===== config.mk =====
export PLATFORM = sky130hd
export DESIGN_NAME = tpfu_burst_feeder_flat
export DESIGN_NICKNAME = d
export VERILOG_FILES = /design/src/rtl/tpfu_burst_feeder_if.sv /design/src/rtl/tpfu_burst_feeder.sv /design/src/flat_wrapper.sv
export SDC_FILE = /design/constraint.sdc
export NUM_CORES = 1
export LEC_CHECK = 0
export ABC_AREA = 1
export CAP_MARGIN = 20
export CORE_MARGIN = 3
export CORE_UTILIZATION = 40
export DETAILED_ROUTE_END_ITERATION = 16
export PLACE_DENSITY = 0.7
export SLEW_MARGIN = 40
export SYNTH_ARGS = -nofsm -noshare
export SYNTH_HDL_FRONTEND = slang
export SYNTH_SLANG_ARGS = --single-unit

===== constraint.sdc =====
create_clock -name clk -period 3.6 [get_ports clk]
set_input_delay 0.72 -clock clk [delete_from_list [all_inputs] [get_ports clk]]
set_output_delay 0.72 -clock clk [all_outputs]
set_load 0.05 [all_outputs]

===== src/rtl/tpfu_burst_feeder_if.sv =====
// tpfu_burst_feeder_if: upstream FIFO, FU stream and downstream FIFO
// signals of one burst feeder, grouped by the side that drives them.
interface tpfu_burst_feeder_if #(
  parameter int DATA_W = 16
);
  logic [DATA_W-1:0] in_data;
  logic              in_empty;
  logic              in_rd_en;
  logic [DATA_W-1:0] fu_din;
  logic              fu_valid;
  logic [DATA_W-1:0] fu_dout;
  logic              fu_dout_v;
  logic [DATA_W-1:0] out_data;
  logic              out_wr_en;
  logic              out_full;

  modport master (
    input  in_data, in_empty,
    input  fu_dout, fu_dout_v,
    input  out_full,
    output in_rd_en,
    output fu_din, fu_valid,
    output out_data, out_wr_en
  );

  modport slave (
    output in_data, in_empty,
    output fu_dout, fu_dout_v,
    output out_full,
    input  in_rd_en,
    input  fu_din, fu_valid,
    input  out_data, out_wr_en
  );
endinterface


===== src/rtl/tpfu_burst_feeder.sv =====
// tpfu_burst_feeder: stages BURST_LEN words from an upstream FIFO,
// bursts them into a TP-FU and forwards the FU results downstream.
module tpfu_burst_feeder #(
  parameter int DATA_W    = 16,
  parameter int BURST_LEN = 4,
  parameter int RESULTS   = 2,
  parameter int TIMEOUT   = 64
) (
  input  logic                   clk,
  input  logic                   rst,
  tpfu_burst_feeder_if.master    bus,
  output logic                   busy,
  output logic                   timeout_err,
  output logic [15:0]            burst_cnt
);
  localparam int CW = $clog2(BURST_LEN + 1);
  localparam int IW = (BURST_LEN > 1) ? $clog2(BURST_LEN) : 1;
  localparam int RC = $clog2(RESULTS + 1);
  localparam int RI = (RESULTS > 1) ? $clog2(RESULTS) : 1;
  localparam int TW = $clog2(TIMEOUT);

  localparam logic [CW-1:0] BL_N     = CW'(BURST_LEN);
  localparam logic [CW-1:0] BL_LAST  = CW'(BURST_LEN - 1);
  localparam logic [RC-1:0] RES_LAST = RC'(RESULTS - 1);
  localparam logic [TW-1:0] TO_LAST  = TW'(TIMEOUT - 1);

  typedef enum logic [2:0] {
    IDLE, FILL, SEND, WAIT, DRAIN
  } state_t;

  state_t            state;
  logic [DATA_W-1:0] stage [1<<IW];
  logic [DATA_W-1:0] res   [1<<RI];
  logic [CW-1:0]     fill_cnt;
  logic [CW-1:0]     send_cnt;
  logic [RC-1:0]     res_cnt;
  logic [RC-1:0]     drain_cnt;
  logic [TW-1:0]     wait_cnt;

  assign bus.in_rd_en = (state == FILL) && !bus.in_empty;
  assign busy         = (state != IDLE);

  always_ff @(posedge clk) begin
    if (!rst) begin
      state         <= IDLE;
      fill_cnt      <= '0;
      send_cnt      <= '0;
      res_cnt       <= '0;
      drain_cnt     <= '0;
      wait_cnt      <= '0;
      bus.fu_valid  <= 1'b0;
      bus.fu_din    <= '0;
      bus.out_wr_en <= 1'b0;
      bus.out_data  <= '0;
      timeout_err   <= 1'b0;
      burst_cnt     <= '0;
    end else begin
      bus.out_wr_en <= 1'b0;
      bus.out_data  <= '0;
      unique case (state)
        IDLE: begin
          fill_cnt <= '0;
          if (!bus.in_empty) state <= FILL;
        end
        FILL: begin
          if (!bus.in_empty) begin
            stage[fill_cnt[IW-1:0]] <= bus.in_data;
            if (fill_cnt == BL_LAST) begin
              // first word goes out on the cycle after the last pop
              state        <= SEND;
              bus.fu_valid <= 1'b1;
              bus.fu_din   <= (fill_cnt == '0) ? bus.in_data : stage[0];
              send_cnt     <= CW'(1);
            end else begin
              fill_cnt <= fill_cnt + 1'b1;
            end
          end
        end
        SEND: begin
          if (send_cnt == BL_N) begin
            bus.fu_valid <= 1'b0;
            bus.fu_din   <= '0;
            state        <= WAIT;
            wait_cnt     <= '0;
            res_cnt      <= '0;
          end else begin
            bus.fu_din <= stage[send_cnt[IW-1:0]];
            send_cnt   <= send_cnt + 1'b1;
          end
        end
        WAIT: begin
          if (bus.fu_dout_v) begin
            res[res_cnt[RI-1:0]] <= bus.fu_dout;
            res_cnt              <= res_cnt + 1'b1;
          end
          if (bus.fu_dout_v && res_cnt == RES_LAST) begin
            state     <= DRAIN;
            drain_cnt <= '0;
          end else if (wait_cnt == TO_LAST) begin
            timeout_err <= 1'b1;
            state       <= DRAIN;
            drain_cnt   <= '0;
          end else begin
            wait_cnt <= wait_cnt + 1'b1;
          end
        end
        DRAIN: begin
          if (drain_cnt == res_cnt) begin
            state     <= IDLE;
            burst_cnt <= burst_cnt + 16'd1;
          end else if (!bus.out_full) begin
            bus.out_wr_en <= 1'b1;
            bus.out_data  <= res[drain_cnt[RI-1:0]];
            drain_cnt     <= drain_cnt + 1'b1;
          end
        end
        default: state <= IDLE;
      endcase
    end
  end
endmodule


===== src/flat_wrapper.sv =====
// flat-port wrapper written by rule: the top's interface ports become plain ports
module tpfu_burst_feeder_flat 
#(
  parameter int DATA_W    = 16,
  parameter int BURST_LEN = 4,
  parameter int RESULTS   = 2,
  parameter int TIMEOUT   = 64
)
  (clk, rst, busy, timeout_err, burst_cnt, bus_in_data, bus_in_empty, bus_fu_dout, bus_fu_dout_v, bus_out_full, bus_in_rd_en, bus_fu_din, bus_fu_valid, bus_out_data, bus_out_wr_en);
  tpfu_burst_feeder_if #(.DATA_W(DATA_W)) bus_i ();
  input  logic clk;
  input  logic rst;
  output logic busy;
  output logic timeout_err;
  output logic [15:0] burst_cnt;
  input wire logic [$bits(bus_i.in_data)-1:0] bus_in_data;
  input wire logic [$bits(bus_i.in_empty)-1:0] bus_in_empty;
  input wire logic [$bits(bus_i.fu_dout)-1:0] bus_fu_dout;
  input wire logic [$bits(bus_i.fu_dout_v)-1:0] bus_fu_dout_v;
  input wire logic [$bits(bus_i.out_full)-1:0] bus_out_full;
  output wire logic [$bits(bus_i.in_rd_en)-1:0] bus_in_rd_en;
  output wire logic [$bits(bus_i.fu_din)-1:0] bus_fu_din;
  output wire logic [$bits(bus_i.fu_valid)-1:0] bus_fu_valid;
  output wire logic [$bits(bus_i.out_data)-1:0] bus_out_data;
  output wire logic [$bits(bus_i.out_wr_en)-1:0] bus_out_wr_en;
  assign bus_i.in_data = bus_in_data;
  assign bus_i.in_empty = bus_in_empty;
  assign bus_i.fu_dout = bus_fu_dout;
  assign bus_i.fu_dout_v = bus_fu_dout_v;
  assign bus_i.out_full = bus_out_full;
  assign bus_in_rd_en = bus_i.in_rd_en;
  assign bus_fu_din = bus_i.fu_din;
  assign bus_fu_valid = bus_i.fu_valid;
  assign bus_out_data = bus_i.out_data;
  assign bus_out_wr_en = bus_i.out_wr_en;
  tpfu_burst_feeder #(.DATA_W(DATA_W), .BURST_LEN(BURST_LEN), .RESULTS(RESULTS), .TIMEOUT(TIMEOUT)) u_core (.clk(clk), .rst(rst), .bus(bus_i), .busy(busy), .timeout_err(timeout_err), .burst_cnt(burst_cnt));
endmodule

==> impl_metrics.env <==
export IMPL_ios=90
export IMPL_routabilityCongestion=0.788
export IMPL_dieHeight_um=139
export IMPL_arrival_ps=2210
export IMPL_cap_violations=0
export IMPL_synth_top_area_cell="edfxtp_1"
export IMPL_yosys_top_cells_area="edfxtp_1 41%, dfxtp_1 20%, nand2_1 9.1%"
export IMPL_dp_cells=1028
export IMPL_multiInputGateArea_mm2=0.00229
export IMPL_drt_vias_per_instance=4.92
export IMPL_p_total_mw=5.58
export IMPL_rows=47
export IMPL_synth_edf_count=96
export IMPL_p_per_area_mw_per_mm2=638
export IMPL_post_dp_cell_area_mm2=0.00817
export IMPL_synth_compound_area_share_pct=11.8
export IMPL_grt_usage_pct=16.2
export IMPL_syn_area_per_cell_um2=9.59
export IMPL_grt_start_max_net_pins=31
export IMPL_overflow=0
export IMPL_vias=5219
export IMPL_finalNonFillerCells=1061
export IMPL_required_ps=2880
export IMPL_end_kind="primary output"
export IMPL_synth_xor_area_share_pct=0.498
export IMPL_die_area_mm2=0.0192
export IMPL_crit_end="bus_in_rd_en"
export IMPL_rsz0062_at_grt="no"
export IMPL_finalCriticalPeriod_ps=2930
export IMPL_worst_setup_path_start_kind="flip-flop"
export IMPL_whs_ps=481
export IMPL_clk_latency_ps=420
export IMPL_hpwlAfterDp_mm=10.2
export IMPL_core_area_mm2=0.0169
export IMPL_ir_drop_mv=0.522
export IMPL_n_fill_cell=1497
export IMPL_area_growth_synth_to_final_pct=24.3
export IMPL_stdcell_area_mm2=0.00875
export IMPL_netlist_instances=734
export IMPL_synth_top_flop_cell="edfxtp_1"
export IMPL_synthArstFlopShare_pct=0
export IMPL_yosysWarnings=0
export IMPL_syn_nets=781
export IMPL_grt_pass1_wl_mm=25.2
export IMPL_netlist_area_mm2=0.00704
export IMPL_muxShareOfSynthArea_pct=0
export IMPL_wirelength_mm=15.5
export IMPL_post_cts_buffers=0
export IMPL_drt_iter0_markers=318
export IMPL_antenna_left=0
export IMPL_postLayoutCoreUtil_pct=51.9
export IMPL_cts_hold_buf=0
export IMPL_cts_sinks=168
export IMPL_worstHoldPathType="flip-flop to flip-flop"
export IMPL_clkTransAtPathRegs_ps=60
export IMPL_worstReg2RegEnd="u_core.bus.fu_din[1]"
export IMPL_synth_cells_most_frequent="170 x nand2_1, 96 x edfxtp_1, 76 x nor2_1"
export IMPL_port_buffers=89
export IMPL_yosys_area_share_simple_pct=18.3
export IMPL_fmax_mhz=341
export IMPL_synth_top_family_by_area="simple AND/OR/NAND/NOR gates"
export IMPL_antenna_found_initial=1
export IMPL_p_leak_nw=3.26
export IMPL_firstDrtPassIters=4
export IMPL_seq_area_mm2=0.00432
export IMPL_drive_gt1_share_pct=8.57
export IMPL_finish_net_count=874
export IMPL_htree_levels=4
export IMPL_r2r_setup_slack_ps=1310
export IMPL_path_class="flip-flop to primary output"
export IMPL_finClkSkew_ps=9.92
export IMPL_drv_slew=0
export IMPL_tritoncts="done"
export IMPL_die_x_um=139
export IMPL_place_ws_ps=676
export IMPL_initial_core_util_pct=41.7
export IMPL_ys_types=35
export IMPL_wire_per_inst_um=14.6
export IMPL_cts_max_path_buffers=2
export IMPL_status="completed"
export IMPL_synth_fa_ha_area_share_pct=1.78
export IMPL_post_synth_top_count_cell="nand2_1"
export IMPL_synthDominantCellAreaShare_pct=40.9
export IMPL_ys_seq_elements=168
export IMPL_rr_worst_depth=8
export IMPL_min_period_over_period_pct=81.5
export IMPL_setup_viol=0
export IMPL_drc=0
export IMPL_cp_startpoint="u_core.state[1]"
export IMPL_finalWorstSetupSlack_ps=668
export IMPL_worst_slew_pin_slew_ps=670
export IMPL_root_buffer="clkbuf_16"
export IMPL_crit_fanout=8
export IMPL_hold_viol_final=0
export IMPL_grt_pass1_vias=5097
export IMPL_cts_repair_resized=0
export IMPL_cts_buffers_inserted=17
export IMPL_setup_tns_ps=0
export IMPL_slew_headroom_pct=55.1
export IMPL_ys_seq_area_share_pct=61.4
## routing by layer
metal	wire [um]	up-vias	global-route usage [%]	part of all wire, %
met1	6890	2432	20.6	45
met4	205	0	5.56	1.3
met5	0	-	0	0
met2	7510	125	27.0	49
met3	868	14	4.34	5.6
li1	-	2648	-	-
## registers in the layout, summed over array words and instances (netlist names), 2 cells and up, named ones only
name / cells
u_core.burst_cnt: 16
u_core.bus.fu_din: 16
u_core.bus.out_data: 16
u_core.drain_cnt: 2
u_core.fill_cnt: 3
u_core.res: 32
u_core.res_cnt: 2
u_core.send_cnt: 3
u_core.stage: 64
u_core.state: 3
u_core.wait_cnt: 6
## worst min-delay path by stage
stage | from | end | depth (start not counted)
finish | u_core.wait_cnt[1] | u_core.wait_cnt[1] | 2
global route | u_core.wait_cnt[0] | u_core.wait_cnt[0] | 1
CTS | u_core.wait_cnt[1] | u_core.wait_cnt[1] | 2
detailed placement | u_core.wait_cnt[0] | u_core.wait_cnt[0] | 1
global placement | u_core.wait_cnt[0] | u_core.wait_cnt[0] | 1
floorplan | u_core.wait_cnt[0] | u_core.wait_cnt[0] | 1
## layout make-up
class                           count  area share, %
Tap cell                          220           3.14
Sequential cell                   168           49.4
Timing Repair Buffer              101           11.2
Clock buffer                       19           4.94
Clock inverter                     13           1.76
Inverter                           78           3.34
Multi-Input combinational cell    461           26.2
Antenna cell                        1         0.0286
## power breakdown
group          internal (mW)  leakage (nW)  switching, mW
clock                   1.09         0.279          0.716
combinational          0.486          1.53           1.03
sequential              2.16          1.45          0.102
## cells in the final DEF (no fill, tap or decap), types with 8 or more instances in the layout
master,Yosys,routed
inv_2,11,11
ha_1,10,10
dfxtp_1,72,72
nor2_1,76,76
clkdlybuf4s50_1,0,89
o21a_1,12,12
nand3_1,22,22
clkbuf_16,0,17
o211ai_1,28,28
o21ai_0,32,32
nand2_1,170,169
a21oi_1,57,57
edfxtp_1,96,96
buf_4,2,12
o21ai_1,8,8
inv_1,66,66
## critical path: stages (launching register included)
cell	delay [ps]
dfxtp_1	410
nor2_2	250
nand2_1	130
nor2_1	140
clkdlybuf4s50_1	860
## logic make-up (layout without fill, tap and decap cells)
| kind of cell | after synthesis | in the layout |
|---|---|---|
| DFF | 168 | 168 |
| buffers and inverters | 105 | 211 |
| and+or+nand+nor | 303 | 303 |
| xor gates and xnor gates | 4 | 4 |
| AOI/OAI and AO/OA | 144 | 144 |
| adders and majority gates | 10 | 10 |
| other | 0 | 1 |
(Power assumes the default switching activity.)
